**config.mk**
```make
export PLATFORM = sky130hd
export DESIGN_NAME = ifetch_stage_flat
export DESIGN_NICKNAME = d
export VERILOG_FILES = /design/src/rtl/mips_pkg.sv /design/src/rtl/ifetch_stage_if.sv /design/src/rtl/ifetch_stage.sv /design/src/flat_wrapper.sv
export SDC_FILE = /design/constraint.sdc
export NUM_CORES = 1
export LEC_CHECK = 0
export BUFFER_PORTS_ARGS = -buffer_cell sky130_fd_sc_hd__buf_2
export CAP_MARGIN = 20
export CORE_MARGIN = 4
export CORE_UTILIZATION = 54
export CTS_CLUSTER_DIAMETER = 120
export DETAILED_ROUTE_END_ITERATION = 8
export PLACE_DENSITY = 0.81
export SLEW_MARGIN = 10
export SYNTH_ARGS = -nofsm -noshare
export SYNTH_HDL_FRONTEND = slang
export SYNTH_SLANG_ARGS = --single-unit
```
**constraint.sdc**
```tcl
create_clock -name clk -period 3.9 [get_ports clk]
set_input_delay 0.195 -clock clk [delete_from_list [all_inputs] [get_ports clk]]
set_output_delay 0.195 -clock clk [all_outputs]
set_load 0.01 [all_outputs]
```
**src/rtl/mips_pkg.sv**
```systemverilog
// Shared constants for the MIPS front end: bus widths, NOP encoding, fetch FSM states.
package mips_pkg;

    localparam int unsigned ADDR_W = 32;
    localparam int unsigned DATA_W = 32;
    localparam int unsigned ST_W   = 3;

    localparam logic [31:0] NOP_INSTR = 32'h0000_0000;

    localparam logic [ST_W-1:0] ST_IDLE  = 3'd0;
    localparam logic [ST_W-1:0] ST_REQ   = 3'd1;
    localparam logic [ST_W-1:0] ST_WAIT  = 3'd2;
    localparam logic [ST_W-1:0] ST_VALID = 3'd3;
    localparam logic [ST_W-1:0] ST_DRAIN = 3'd4;

endpackage

```
**src/rtl/ifetch_stage_if.sv**
```systemverilog
// Instruction-memory req/ack read channel between the fetch stage and imem.
interface ifetch_stage_if #(
    parameter int unsigned ADDR_W = 32,
    parameter int unsigned DATA_W = 32
) ();

    logic              imem_req;
    logic [ADDR_W-1:0] imem_addr;
    logic              imem_ack;
    logic [DATA_W-1:0] imem_rdata;

    modport master (output imem_req, output imem_addr, input imem_ack, input imem_rdata);
    modport slave  (input imem_req, input imem_addr, output imem_ack, output imem_rdata);

endinterface

```
**src/rtl/ifetch_stage.sv**
```systemverilog
// Instruction fetch stage: one imem read per PC update, IR + PC+4 for decode.
// Optional ack watchdog enabled by defining IFETCH_TIMEOUT_EN.
module ifetch_stage #(
    parameter int unsigned ADDR_W = mips_pkg::ADDR_W,
    parameter int unsigned DATA_W = mips_pkg::DATA_W
`ifdef IFETCH_TIMEOUT_EN
    , parameter int unsigned TIMEOUT = 15
`endif
) (
    input  logic              clk,
    input  logic              rst_n,
    input  logic [ADDR_W-1:0] pc_in,
    input  logic              pc_valid,
    input  logic              stall,
    input  logic              flush,
    ifetch_stage_if.master    imem,
    output logic [DATA_W-1:0] instr_out,
    output logic [ADDR_W-1:0] pc_plus4,
    output logic              instr_valid,
    output logic              fetch_busy,
    output logic              misalign_err,
    output logic              timeout_err
);
    import mips_pkg::*;

    logic [ST_W-1:0]   state_q, state_d;
    logic              req_q, req_d, busy_d;
    logic [ADDR_W-1:0] addr_q, addr_d, plus4_d;
    logic [DATA_W-1:0] instr_d;
    logic              ivalid_d, mis_d;
    logic              pend_q, pend_d;
    logic [ADDR_W-1:0] pend_addr_q, pend_addr_d;
    logic              issue;
    logic [ADDR_W-1:0] issue_addr;
`ifdef IFETCH_TIMEOUT_EN
    logic [3:0]        cnt_q, cnt_d;
    logic              tout_q, tout_d;
    assign timeout_err = tout_q;
`else
    assign timeout_err = 1'b0;
`endif

    assign imem.imem_req  = req_q;
    assign imem.imem_addr = addr_q;

    // Next-state and datapath update
    always_comb begin
        state_d     = state_q;
        addr_d      = addr_q;
        plus4_d     = pc_plus4;
        instr_d     = instr_out;
        ivalid_d    = instr_valid;
        mis_d       = misalign_err;
        pend_d      = pend_q;
        pend_addr_d = pend_addr_q;
        issue       = 1'b0;
        issue_addr  = pc_in;

        if (flush) begin
            pend_d   = 1'b0;
            ivalid_d = 1'b0;
            instr_d  = DATA_W'(NOP_INSTR);
            case (state_q)
                ST_REQ, ST_WAIT, ST_DRAIN: state_d = imem.imem_ack ? ST_IDLE : ST_DRAIN;
                default:                   state_d = ST_IDLE;
            endcase
        end else begin
            case (state_q)
                ST_IDLE, ST_VALID: begin
                    if (!stall && (pc_valid || pend_q)) begin
                        issue      = 1'b1;
                        issue_addr = pc_valid ? pc_in : pend_addr_q;
                        pend_d     = 1'b0;
                    end else if (pc_valid) begin
                        pend_d      = 1'b1;
                        pend_addr_d = pc_in;
                    end
                end
                ST_REQ, ST_WAIT: begin
                    if (pc_valid) begin
                        pend_d      = 1'b1;
                        pend_addr_d = pc_in;
                    end
                    if (imem.imem_ack) begin
                        instr_d  = imem.imem_rdata;
                        ivalid_d = 1'b1;
                        state_d  = ST_VALID;
                    end else begin
                        state_d = ST_WAIT;
                    end
                end
                ST_DRAIN: begin
                    if (pc_valid) begin
                        pend_d      = 1'b1;
                        pend_addr_d = pc_in;
                    end
                    if (imem.imem_ack) state_d = ST_IDLE;
                end
                default: state_d = ST_IDLE;
            endcase

            if (issue) begin
                addr_d   = issue_addr;
                plus4_d  = issue_addr + ADDR_W'(4);
                ivalid_d = 1'b0;
                mis_d    = misalign_err | (|issue_addr[1:0]);
                state_d  = ST_REQ;
            end
        end

`ifdef IFETCH_TIMEOUT_EN
        // Watchdog: abandon the read and retire a NOP so the pipeline keeps moving
        cnt_d  = '0;
        tout_d = tout_q;
        if (fetch_busy && !imem.imem_ack) begin
            if (cnt_q == 4'(TIMEOUT - 1)) begin
                tout_d = 1'b1;
                if (flush || state_q == ST_DRAIN) begin
                    state_d = ST_IDLE;
                end else begin
                    instr_d  = DATA_W'(NOP_INSTR);
                    ivalid_d = 1'b1;
                    state_d  = ST_VALID;
                end
            end else begin
                cnt_d = cnt_q + 4'd1;
            end
        end
`endif

        busy_d = (state_d == ST_REQ) || (state_d == ST_WAIT) || (state_d == ST_DRAIN);
        req_d  = busy_d;
    end

    always_ff @(posedge clk or negedge rst_n) begin
        if (!rst_n) begin
            state_q      <= ST_IDLE;
            req_q        <= 1'b0;
            fetch_busy   <= 1'b0;
            addr_q       <= '0;
            pc_plus4     <= '0;
            instr_out    <= DATA_W'(NOP_INSTR);
            instr_valid  <= 1'b0;
            misalign_err <= 1'b0;
            pend_q       <= 1'b0;
            pend_addr_q  <= '0;
`ifdef IFETCH_TIMEOUT_EN
            cnt_q        <= '0;
            tout_q       <= 1'b0;
`endif
        end else begin
            state_q      <= state_d;
            req_q        <= req_d;
            fetch_busy   <= busy_d;
            addr_q       <= addr_d;
            pc_plus4     <= plus4_d;
            instr_out    <= instr_d;
            instr_valid  <= ivalid_d;
            misalign_err <= mis_d;
            pend_q       <= pend_d;
            pend_addr_q  <= pend_addr_d;
`ifdef IFETCH_TIMEOUT_EN
            cnt_q        <= cnt_d;
            tout_q       <= tout_d;
`endif
        end
    end

endmodule

```
**src/flat_wrapper.sv**
```systemverilog
// flat-port wrapper written by rule: the top's interface ports become plain ports
module ifetch_stage_flat import mips_pkg::*;
#(
    parameter int unsigned ADDR_W = mips_pkg::ADDR_W,
    parameter int unsigned DATA_W = mips_pkg::DATA_W

)
  (clk, rst_n, pc_in, pc_valid, stall, flush, instr_out, pc_plus4, instr_valid, fetch_busy, misalign_err, timeout_err, imem_imem_req, imem_imem_addr, imem_imem_ack, imem_imem_rdata);
  ifetch_stage_if #(.ADDR_W(ADDR_W), .DATA_W(DATA_W)) imem_i ();
  input  logic clk;
  input  logic rst_n;
  input  logic [ADDR_W-1:0] pc_in;
  input  logic pc_valid;
  input  logic stall;
  input  logic flush;
  output logic [DATA_W-1:0] instr_out;
  output logic [ADDR_W-1:0] pc_plus4;
  output logic instr_valid;
  output logic fetch_busy;
  output logic misalign_err;
  output logic timeout_err;
  output wire logic [$bits(imem_i.imem_req)-1:0] imem_imem_req;
  output wire logic [$bits(imem_i.imem_addr)-1:0] imem_imem_addr;
  input wire logic [$bits(imem_i.imem_ack)-1:0] imem_imem_ack;
  input wire logic [$bits(imem_i.imem_rdata)-1:0] imem_imem_rdata;
  assign imem_imem_req = imem_i.imem_req;
  assign imem_imem_addr = imem_i.imem_addr;
  assign imem_i.imem_ack = imem_imem_ack;
  assign imem_i.imem_rdata = imem_imem_rdata;
  ifetch_stage #(.ADDR_W(ADDR_W), .DATA_W(DATA_W)) u_core (.clk(clk), .rst_n(rst_n), .pc_in(pc_in), .pc_valid(pc_valid), .stall(stall), .flush(flush), .imem(imem_i), .instr_out(instr_out), .pc_plus4(pc_plus4), .instr_valid(instr_valid), .fetch_busy(fetch_busy), .misalign_err(misalign_err), .timeout_err(timeout_err));
endmodule
```
# Yosys cells after proc, flatten, opt, wreduce, memory -nomap -nowiden
# Index checks and enable logic that the tools add are counted.
# W data, S select, Z words.
dict set report totals {
  ff_bits 135
}
dict set report op_classes {
  n_addsub 1
  eq_ne 8
  mux 27
  bitwise_logic 2
  reduce_logical 20
}
# operator n
set ops {}
lappend ops {{$mux W32} 8}
lappend ops {{$pmux W32 S2} 1}
lappend ops {{$add A32 B3 Y32 const B} 1}
lappend ops {{$mux W3} 5}
lappend ops {{$mux W1} 11}
lappend ops {{$eq A3 B2 Y1 const B} 3}
lappend ops {{$pmux W3 S3} 1}
lappend ops {{$reduce_bool A3 Y1} 3}
lappend ops {{$eq A3 B1 Y1 const B} 2}
lappend ops {{$eq A3 B3 Y1 const B} 2}
lappend ops {{$reduce_and A2 Y1} 3}
lappend ops {{$reduce_bool A2 Y1} 3}
lappend ops {{$reduce_or A2 Y1} 3}
lappend ops {{$logic_not A3 Y1} 1}
lappend ops {{$logic_or A1 B1 Y1} 3}
lappend ops {{$reduce_and A3 Y1} 1}
lappend ops {{$reduce_or A3 Y1} 1}
lappend ops {{$ne A2 B2 Y1 const B} 1}
lappend ops {{$pmux W1 S2} 1}
lappend ops {{$logic_and A1 B1 Y1} 1}
lappend ops {{$logic_not A1 Y1} 1}
lappend ops {{$not A1 Y1} 1}
lappend ops {{$or A1 B1 Y1} 1}

# Logic depth before layout (Yosys ltp)
# Gate-level depths: netlist (run 1).
dict set report depth {
  ltp_word 10
  mapped_depth 12
  mapped_depth_nobuf 9
}

# Worst setup path before layout (run 1)
# Ideal clock, no wire load.
dict set report synth_timing {
  path_type {register -> register}
  from {register u_core.state_q[0]}
  to {register u_core.pc_plus4[30]}
  arrival_ps 2767
  slack_ps 1000
  stages_incl_launch_ff 12
  path_buffers 2
  synth_period_minus_slack_ps 2900
  cell_sequence {dfrtp_1 > buf_4 > xnor2_2 > nand4b_1 > nand2_1 > ha_1 > clkbuf_1 > nand2_1 > or4_1 > a2111oi_2 > xor2_1 > o21ai_1}
}
dict set report synth_via {
  elab_chain_cells 5
}
# item line
set synth_rtl {}
lappend synth_rtl {{start: declaration} ifetch_stage.sv:26} ;# logic [ST_W-1:0] state_q, state_d;
lappend synth_rtl {{start signal: assignment} ifetch_stage.sv:152} ;# state_q <= state_d;
lappend synth_rtl {{$eq A3 B2 Y1 / $logic_not A3 Y1 (equally long branches)} ifetch_stage.sv:68} ;# case (state_q)
lappend synth_rtl {{$reduce_or A2 Y1 *} ifetch_stage.sv:68}
lappend synth_rtl {{$mux W32 / $mux W1 (equally long branches)} ifetch_stage.sv:68}
lappend synth_rtl {{$mux W32 / $mux W1 (equally long branches)} ifetch_stage.sv:59} ;# if (flush) begin
lappend synth_rtl {{$add A32 B3 Y32 / $reduce_and A2 Y1 (equally long branches)} -}
lappend synth_rtl {{end signal: assignment} ifetch_stage.sv:156} ;# pc_plus4 <= plus4_d;
lappend synth_rtl {{end: declaration} ifetch_stage.sv:18} ;# output logic [ADDR_W-1:0] pc_plus4,
# Mark *: on every way between the ends. The rest lies on a longest branch, timed or not. The select of a mux whose other input is x is not followed.
# A chain may end at the register's enable or synchronous reset.

# Worst setup path after layout (run 1)
# Ends and elaborated chain as after synthesis.

==> out/metrics.cfg, run 1 <==
[yosys]
post_synth_mux_area_share_pct=10.94
xor_xnor_cell_area_share_of_the_yosys_netlist_pct=4.443
post_synth_and_or_nand_nor_area_fraction_pct=18.35
synth_common_cells=sky130_fd_sc_hd__dfrtp_1, sky130_fd_sc_hd__nand2_1, sky130_fd_sc_hd__a21oi_1
complex_gate_fraction_of_the_synthesized_area_pct=12.71
postSynth.asyncResetShare_pct=100.0
synth_edf_count=0
post-synth-top-area-cell=sky130_fd_sc_hd__dfrtp_1
syn-num-nets=759
post_synth_instance_area_sq_mm=0.006703
cell_variety_after_synth=61
synth.top_cells.by_area=sky130_fd_sc_hd__dfrtp_1, sky130_fd_sc_hd__nand2_1, sky130_fd_sc_hd__mux2_2, sky130_fd_sc_hd__a21oi_1, sky130_fd_sc_hd__mux2i_1
post-synth-top-count-cell=sky130_fd_sc_hd__dfrtp_1
yosysSeqAreaShare_pct=49.65
post_synth_fa_ha_maj_area_fraction_pct=0.1867
synth_flop_cell=sky130_fd_sc_hd__dfrtp_1
synth_warnings=0
number_of_standard_cells_after_synthesis=688
synth_seq_cells=133
synth_top_area_share_pct=49.65
avgSynthCellArea_sq_um=9.742
synth_top_family_by_area=simple AND/OR/NAND/NOR gates

[cts]
cts.path.max_buffers=2
clk-insertion-delay-late_ns=0.43
worst_setup_hold_path_clk_slew_ns=0.06
ctsHtreeMaxLevel=4
cts_setup_buffers=0
tritoncts_clock_tree=built
cts-buffers-inserted=17
cts.sinks=133
root_buffer=sky130_fd_sc_hd__clkbuf_16

[setup_path]
crit_path_max_fanout=15
worstPathRequired_ns=4.18
endpoint_kind=register
worst-endpoint-arrival_ns=3.55
crit_path_start_kind=register
worstSetupPathType=reg -> reg

[global_routing]
first_global_vias=6096
grt_first_pass_wirelength_mm=32.78
groute.layer.met2.usage_pct=46.49
gr-usage-all-layers_pct=29.47
initial_antenna_violation_count=0
total_congestion_overflow=0
gr-max-usage-layer=met2
grt_use_met1_pct=38.95
gr-usage-met3_pct=8.072
grt_max_degree=85

[detailed_routing]
totalWireLength_mm=20.46
post_drt_wl_per_cell_microns=19.58
route.detailed.drc=0
post_drt_via_cell_ratio=5.780
route.antenna.remaining_nets=0
initialDrtViolationCount=615
vias=6040
drt_pass1_iterations=5

[sta]
report.final.hold_viol_count=0
rsz_0062_raised_after_global_routing=false
maxClockFrequency_mhz=305.7
worstMarginPinSlew_ns=0.8364
report.final.slew_viol_count=0
slew-limit-headroom_pct=43.65
setup_violations=0
finalClockSkew_ns=0.008909
setup-tns-final_ns=0
finalCritPeriodShare_pct=83.88
period_minus_slack_ns=3.271

[placement]
finalWeightedCongestion=0.9028
placed_instances=992
placement.cell_area_sq_mm=0.007660
io_buffer_count=169
post_dp_hpwl_mm=14.25

[floorplan]
start_util_pct=55.57
die_width_microns=119.4
ios=171
design.die.area_sq_mm=0.01426
rows=40
core_footprint_sq_mm=0.01206
die-height_microns=119.4

[cells_and_area]
area_growth_syn_to_fin_pct=26.21
layout.filler_cells=892
final_layout_size_suffix_gt1_share_pct=29.99
finish.net_count=935
final_cells=1045
insertedDiodeCount=0
finalInstanceArea_sq_mm=0.008459

[power]
vdd_drop_max_mv=0.3823
static_power_due_to_leakage_nw=3.861
power_density_mw_per_mm2=587.2
report.power.total_mw=4.967

[min_path]
worst_hold_path_type=in -> reg

[run]
max_cap_viols=0

[status]
run_status=finished, final reports clean

[power by group]
| group | switching [mW] | internal (mW) |
|---|---|---|
| sequential | 0.305 | 1.77 |
| combinational | 0.767 | 0.582 |
| clock | 0.612 | 0.930 |
[through the flow]
stage | hold WS, ns | util (%) | setup slack, ns
finish | 0.005945 | 70.13 | 0.6289
global route | 0.01891 | 70.13 | 0.3849
CTS | 0.0004874 | 69.82 | 0.6516
detailed placement | 0.4350 | 63.51 | 0.6258
global placement | 0.4229 | 63.51 | 0.7438
floorplan | -0.1006 | - | 1.000
[registers in the layout, summed over array words and instances (netlist names)]
signal                 flops
u_core.misalign_err        1
u_core.pend_q              1
u_core.state_q             3
u_core.instr_valid         1
u_core.instr_out          32
u_core.pc_plus4           32
u_core.fetch_busy          1
u_core.pend_addr_q        32
u_core.imem.imem_addr     30
[cell usage in the layout (no fill, tap or decap), types with 8 or more instances in the layout]
cell type,count
sky130_fd_sc_hd__nand3_1,22
sky130_fd_sc_hd__clkbuf_16,17
sky130_fd_sc_hd__dlygate4sd3_1,20
sky130_fd_sc_hd__a21oi_1,71
sky130_fd_sc_hd__o21ai_0,20
sky130_fd_sc_hd__nor2_1,51
sky130_fd_sc_hd__nand4_1,17
sky130_fd_sc_hd__xnor2_1,19
sky130_fd_sc_hd__xor2_1,10
sky130_fd_sc_hd__and4_1,8
sky130_fd_sc_hd__and3_1,9
sky130_fd_sc_hd__o21ai_1,21
sky130_fd_sc_hd__buf_4,17
sky130_fd_sc_hd__mux2i_1,35
sky130_fd_sc_hd__mux2_2,34
sky130_fd_sc_hd__buf_2,168
sky130_fd_sc_hd__dfrtp_1,133
sky130_fd_sc_hd__nand2_1,114
[final timing paths]
kind                                     startpoint                      to  slack [ns]  cells after the start
min in group asynchronous                     rst_n     u_core.pc_plus4[25]        0.26                      2
worst max register to register    u_core.state_q[0]     u_core.pc_plus4[30]        0.63                     10
worst min-delay path            imem_imem_rdata[31]    u_core.instr_out[31]       0.006                      3
worst max-delay path              u_core.state_q[0]     u_core.pc_plus4[30]        0.63                     10
worst min register to register  u_core.misalign_err     u_core.misalign_err        0.47                      1
max in group asynchronous                     rst_n  u_core.pend_addr_q[14]        2.65                      4
[kinds of logic after synthesis]
logic type	Yosys count
mux	69
xor+xnor	31
simple gates	255
buf+inv	51
other cells	1
flops	133
compound gates	147
fa+ha+maj	1
[layout make-up]
type                            count  area (sq um)  area share, %
Timing Repair Buffer              206          1196          14.14
Clock buffer                       22         474.2          5.606
Tap cell                          168         210.2          2.485
Inverter                            2         7.507        0.08874
Clock inverter                     10         97.59          1.154
Sequential cell                   133          3328          39.34
Multi-Input combinational cell    504          3146          37.18
[repair_timing]
item / CTS / global route
endpoints found under the hold margin: 19 / 26
resized for setup: 0 / 0
hold buffers: 19 / 1
[critical path: stages, from the launching register on]
cell and delay (ns):
sky130_fd_sc_hd__dfrtp_1 0.51, sky130_fd_sc_hd__xnor2_2 0.31, sky130_fd_sc_hd__buf_4 0.25, sky130_fd_sc_hd__nand3_1 0.15, sky130_fd_sc_hd__nand2_1 0.13, sky130_fd_sc_hd__ha_1 0.36, sky130_fd_sc_hd__nand2_1 0.17, sky130_fd_sc_hd__or4_1 0.58
sky130_fd_sc_hd__a2111oi_2 0.41, sky130_fd_sc_hd__xor2_1 0.18, sky130_fd_sc_hd__o21ai_1 0.07
[metal layers]
layer  vias to the layer above  routed length (microns)
li1                       2791                        -
met1                      2917                     8567
met2                       288                     9646
met3                        44                     1738
met4                         0                      511
met5                         -                        0
(Power assumes the default switching activity.)
==> inputs of run 2 (changes only) <==
Settings changed: ABC_AREA from default to 1.
Clock period 3.9 ns to 3.2 ns, I/O delays scaled along.
==> run 2 against run 1 <==
Core utilization increased by 0.64 points. Maximum frequency increased by 30%. Clock skew decreased by 0.0032 ns. Via count increased by 10%. Sequential share of layout area decreased by 0.36 points. Cell count increased by 22%. Critical endpoint is now u_core.pc_plus4[22]. Largest cell class unchanged.
==> out/metrics.cfg, run 2 <==
[cells_and_area]
final_util_pct=70.78
layout.filler_cells=997
area_growth_syn_to_fin_pct=27.46
insertedDiodeCount=0
layout_top_registers=u_core.instr_out: 32 flops, u_core.pc_plus4: 32 flops, u_core.pend_addr_q: 32 flops
finish.net_count=1162
final_cells=1272
final_layout_size_suffix_gt1_share_pct=20.83
final_common_cell=sky130_fd_sc_hd__nand2_1
layout_common_cells=sky130_fd_sc_hd__nand2_1, sky130_fd_sc_hd__buf_2, sky130_fd_sc_hd__dfrtp_1

[yosys]
synth_top_area_share_pct=49.69
number_of_standard_cells_after_synthesis=909
post-synth-top-count-cell=sky130_fd_sc_hd__nand2_1
post_synth_instance_area_sq_mm=0.006698
synth_warnings=0
postSynth.asyncResetShare_pct=100.0
syn-num-nets=980
avgSynthCellArea_sq_um=7.368
cell_variety_after_synth=29
synth_flop_cell=sky130_fd_sc_hd__dfrtp_1
synth_seq_cells=133
yosysSeqAreaShare_pct=49.69
synth_common_cells=sky130_fd_sc_hd__nand2_1, sky130_fd_sc_hd__dfrtp_1, sky130_fd_sc_hd__nand3_1
synth_edf_count=0
synth.top_cells.by_area=sky130_fd_sc_hd__dfrtp_1, sky130_fd_sc_hd__nand2_1, sky130_fd_sc_hd__nand3_1, sky130_fd_sc_hd__o21ai_0, sky130_fd_sc_hd__inv_1
post-synth-top-area-cell=sky130_fd_sc_hd__dfrtp_1

[power]
vdd_drop_max_mv=0.4096
static_power_due_to_leakage_nw=4.607
power_density_mw_per_mm2=680.3
report.power.total_mw=5.808

[sta]
maxClockFrequency_mhz=397.1
setup-tns-final_ns=0
finalClockSkew_ns=0.005671
rsz_0062_raised_after_global_routing=false
report.final.hold_viol_count=0
setup_violations=0
period_minus_slack_ns=2.518
worstMarginPinSlew_ns=0.8690
slew-limit-headroom_pct=42.07
report.final.slew_viol_count=0
finalCritPeriodShare_pct=78.70

[global_routing]
grt_max_degree=91
initial_antenna_violation_count=2
total_congestion_overflow=0
gr-usage-all-layers_pct=26.78
grt_first_pass_wirelength_mm=30.39
first_global_vias=6169

[detailed_routing]
route.detailed.drc=0
post_drt_wl_per_cell_microns=14.72
post_drt_via_cell_ratio=5.239
vias=6664
route.antenna.remaining_nets=0
drt_pass1_iterations=5
totalWireLength_mm=18.72
initialDrtViolationCount=563

[min_path]
worst_hold_path_type=in -> reg

[setup_path]
crit_path_start_kind=register
worstPathRequired_ns=3.50
endpoint_kind=register
crit_path_max_fanout=34
worst-endpoint-arrival_ns=2.82
worstSetupPathType=reg -> reg

[status]
run_status=finished, final reports clean

[placement]
io_buffer_count=169
post_dp_hpwl_mm=12.65
finalWeightedCongestion=0.8840
placed_instances=1209

[floorplan]
die-height_microns=119.4
start_util_pct=55.53
rows=40
design.die.area_sq_mm=0.01425
ios=171
core_footprint_sq_mm=0.01206
die_width_microns=119.4

[cts]
root_buffer=sky130_fd_sc_hd__clkbuf_16
tritoncts_clock_tree=built
clk-insertion-delay-late_ns=0.42
ctsHtreeMaxLevel=4
cts.sinks=133
cts.path.max_buffers=2
cts-buffers-inserted=17
worst_setup_hold_path_clk_slew_ns=0.06

[run]
max_cap_viols=0

run 2: power breakdown:
| group | switching, mW | total, mW | internal (mW) |
|---|---|---|---|
| clock network | 0.728 | 2.01 | 1.28 |
| registers | 0.210 | 2.30 | 2.09 |
| logic | 0.945 | 1.50 | 0.555 |
run 2: worst paths after layout:
check / end / cells past startpoint / from / slack (ns)
min reg2reg: u_core.imem.imem_addr[4] / 2 / u_core.imem.imem_addr[4] / 0.47
min: u_core.instr_out[28] / 3 / imem_imem_rdata[28] / 0.04
min in group asynchronous: u_core.pc_plus4[9] / 2 / rst_n / 0.36
max in group asynchronous: u_core.imem.imem_addr[27] / 3 / rst_n / 2.13
max: u_core.pc_plus4[22] / 13 / u_core.state_q[1] / 0.68
max reg2reg: u_core.pc_plus4[22] / 13 / u_core.state_q[1] / 0.68
run 2: layout make-up:
class	count	area, sq um	share of cell area, %
inverter	72	270.3	3.166
multi-input combinational	655	2845	33.33
clock inverter	12	151.4	1.773
sequential	133	3328	38.99
tap	168	210.2	2.462
timing repair buffer	212	1265	14.82
clock buffer	20	466.7	5.467
run 2: cells by family (layout without fill, tap and decap cells):
group	count (synthesis)	in the layout	share of synthesized area (%)
AND/OR/NAND/NOR	537	537	33.20
flip-flops	133	133	49.69
buffers and inverters	121	316	7.902
AO/OA/AOI/OAI	113	113	8.575
XOR/XNOR	3	3	0.3924
adder cells (fa/ha/maj)	1	1	0.1868
other	1	1	0.05599
run 2: metrics by stage:
step                      hold WS [ns]  worst slack [ns]  area, sq um
after floorplan                -0.1356            0.9960         6698
after CTS                      0.01669            0.7065         8537
after global routing           0.01564            0.4373         8537
after global placement          0.2940            0.8547         7609
after detailed placement        0.2973            0.7384         7609
final                          0.03728            0.6815         8537
run 2: routing by layer:
| metal | global-route usage (%) | vias up | routed length (microns) |
|---|---|---|---|
| met5 | 0 | - | 21 |
| met4 | 11.38 | 4 | 541 |
| met3 | 6.933 | 47 | 1598 |
| met2 | 41.36 | 319 | 8702 |
| met1 | 35.95 | 3063 | 7859 |
| li1 | - | 3231 | - |
run 2: timing repair:
item | in CTS | in global routing
gates resized for setup | 0 | 0
endpoints found under the hold margin | 119 | 0
buffers inserted | 0 | 0
hold buffers | 31 | 0
run 2: critical path, stage by stage (launching register included):
cell                      delay (ns)
sky130_fd_sc_hd__dfrtp_1        0.39
sky130_fd_sc_hd__inv_1          0.06
sky130_fd_sc_hd__nand2_1        0.07
sky130_fd_sc_hd__nand2_1        0.21
sky130_fd_sc_hd__nand2_4        0.27
sky130_fd_sc_hd__o21ai_0        0.26
sky130_fd_sc_hd__ha_1           0.22
sky130_fd_sc_hd__inv_1          0.05
sky130_fd_sc_hd__nor2_1         0.19
sky130_fd_sc_hd__nand2_1        0.18
sky130_fd_sc_hd__nor2_2         0.25
sky130_fd_sc_hd__nand3_1        0.10
sky130_fd_sc_hd__nand3_1        0.09
sky130_fd_sc_hd__nand2_1        0.06
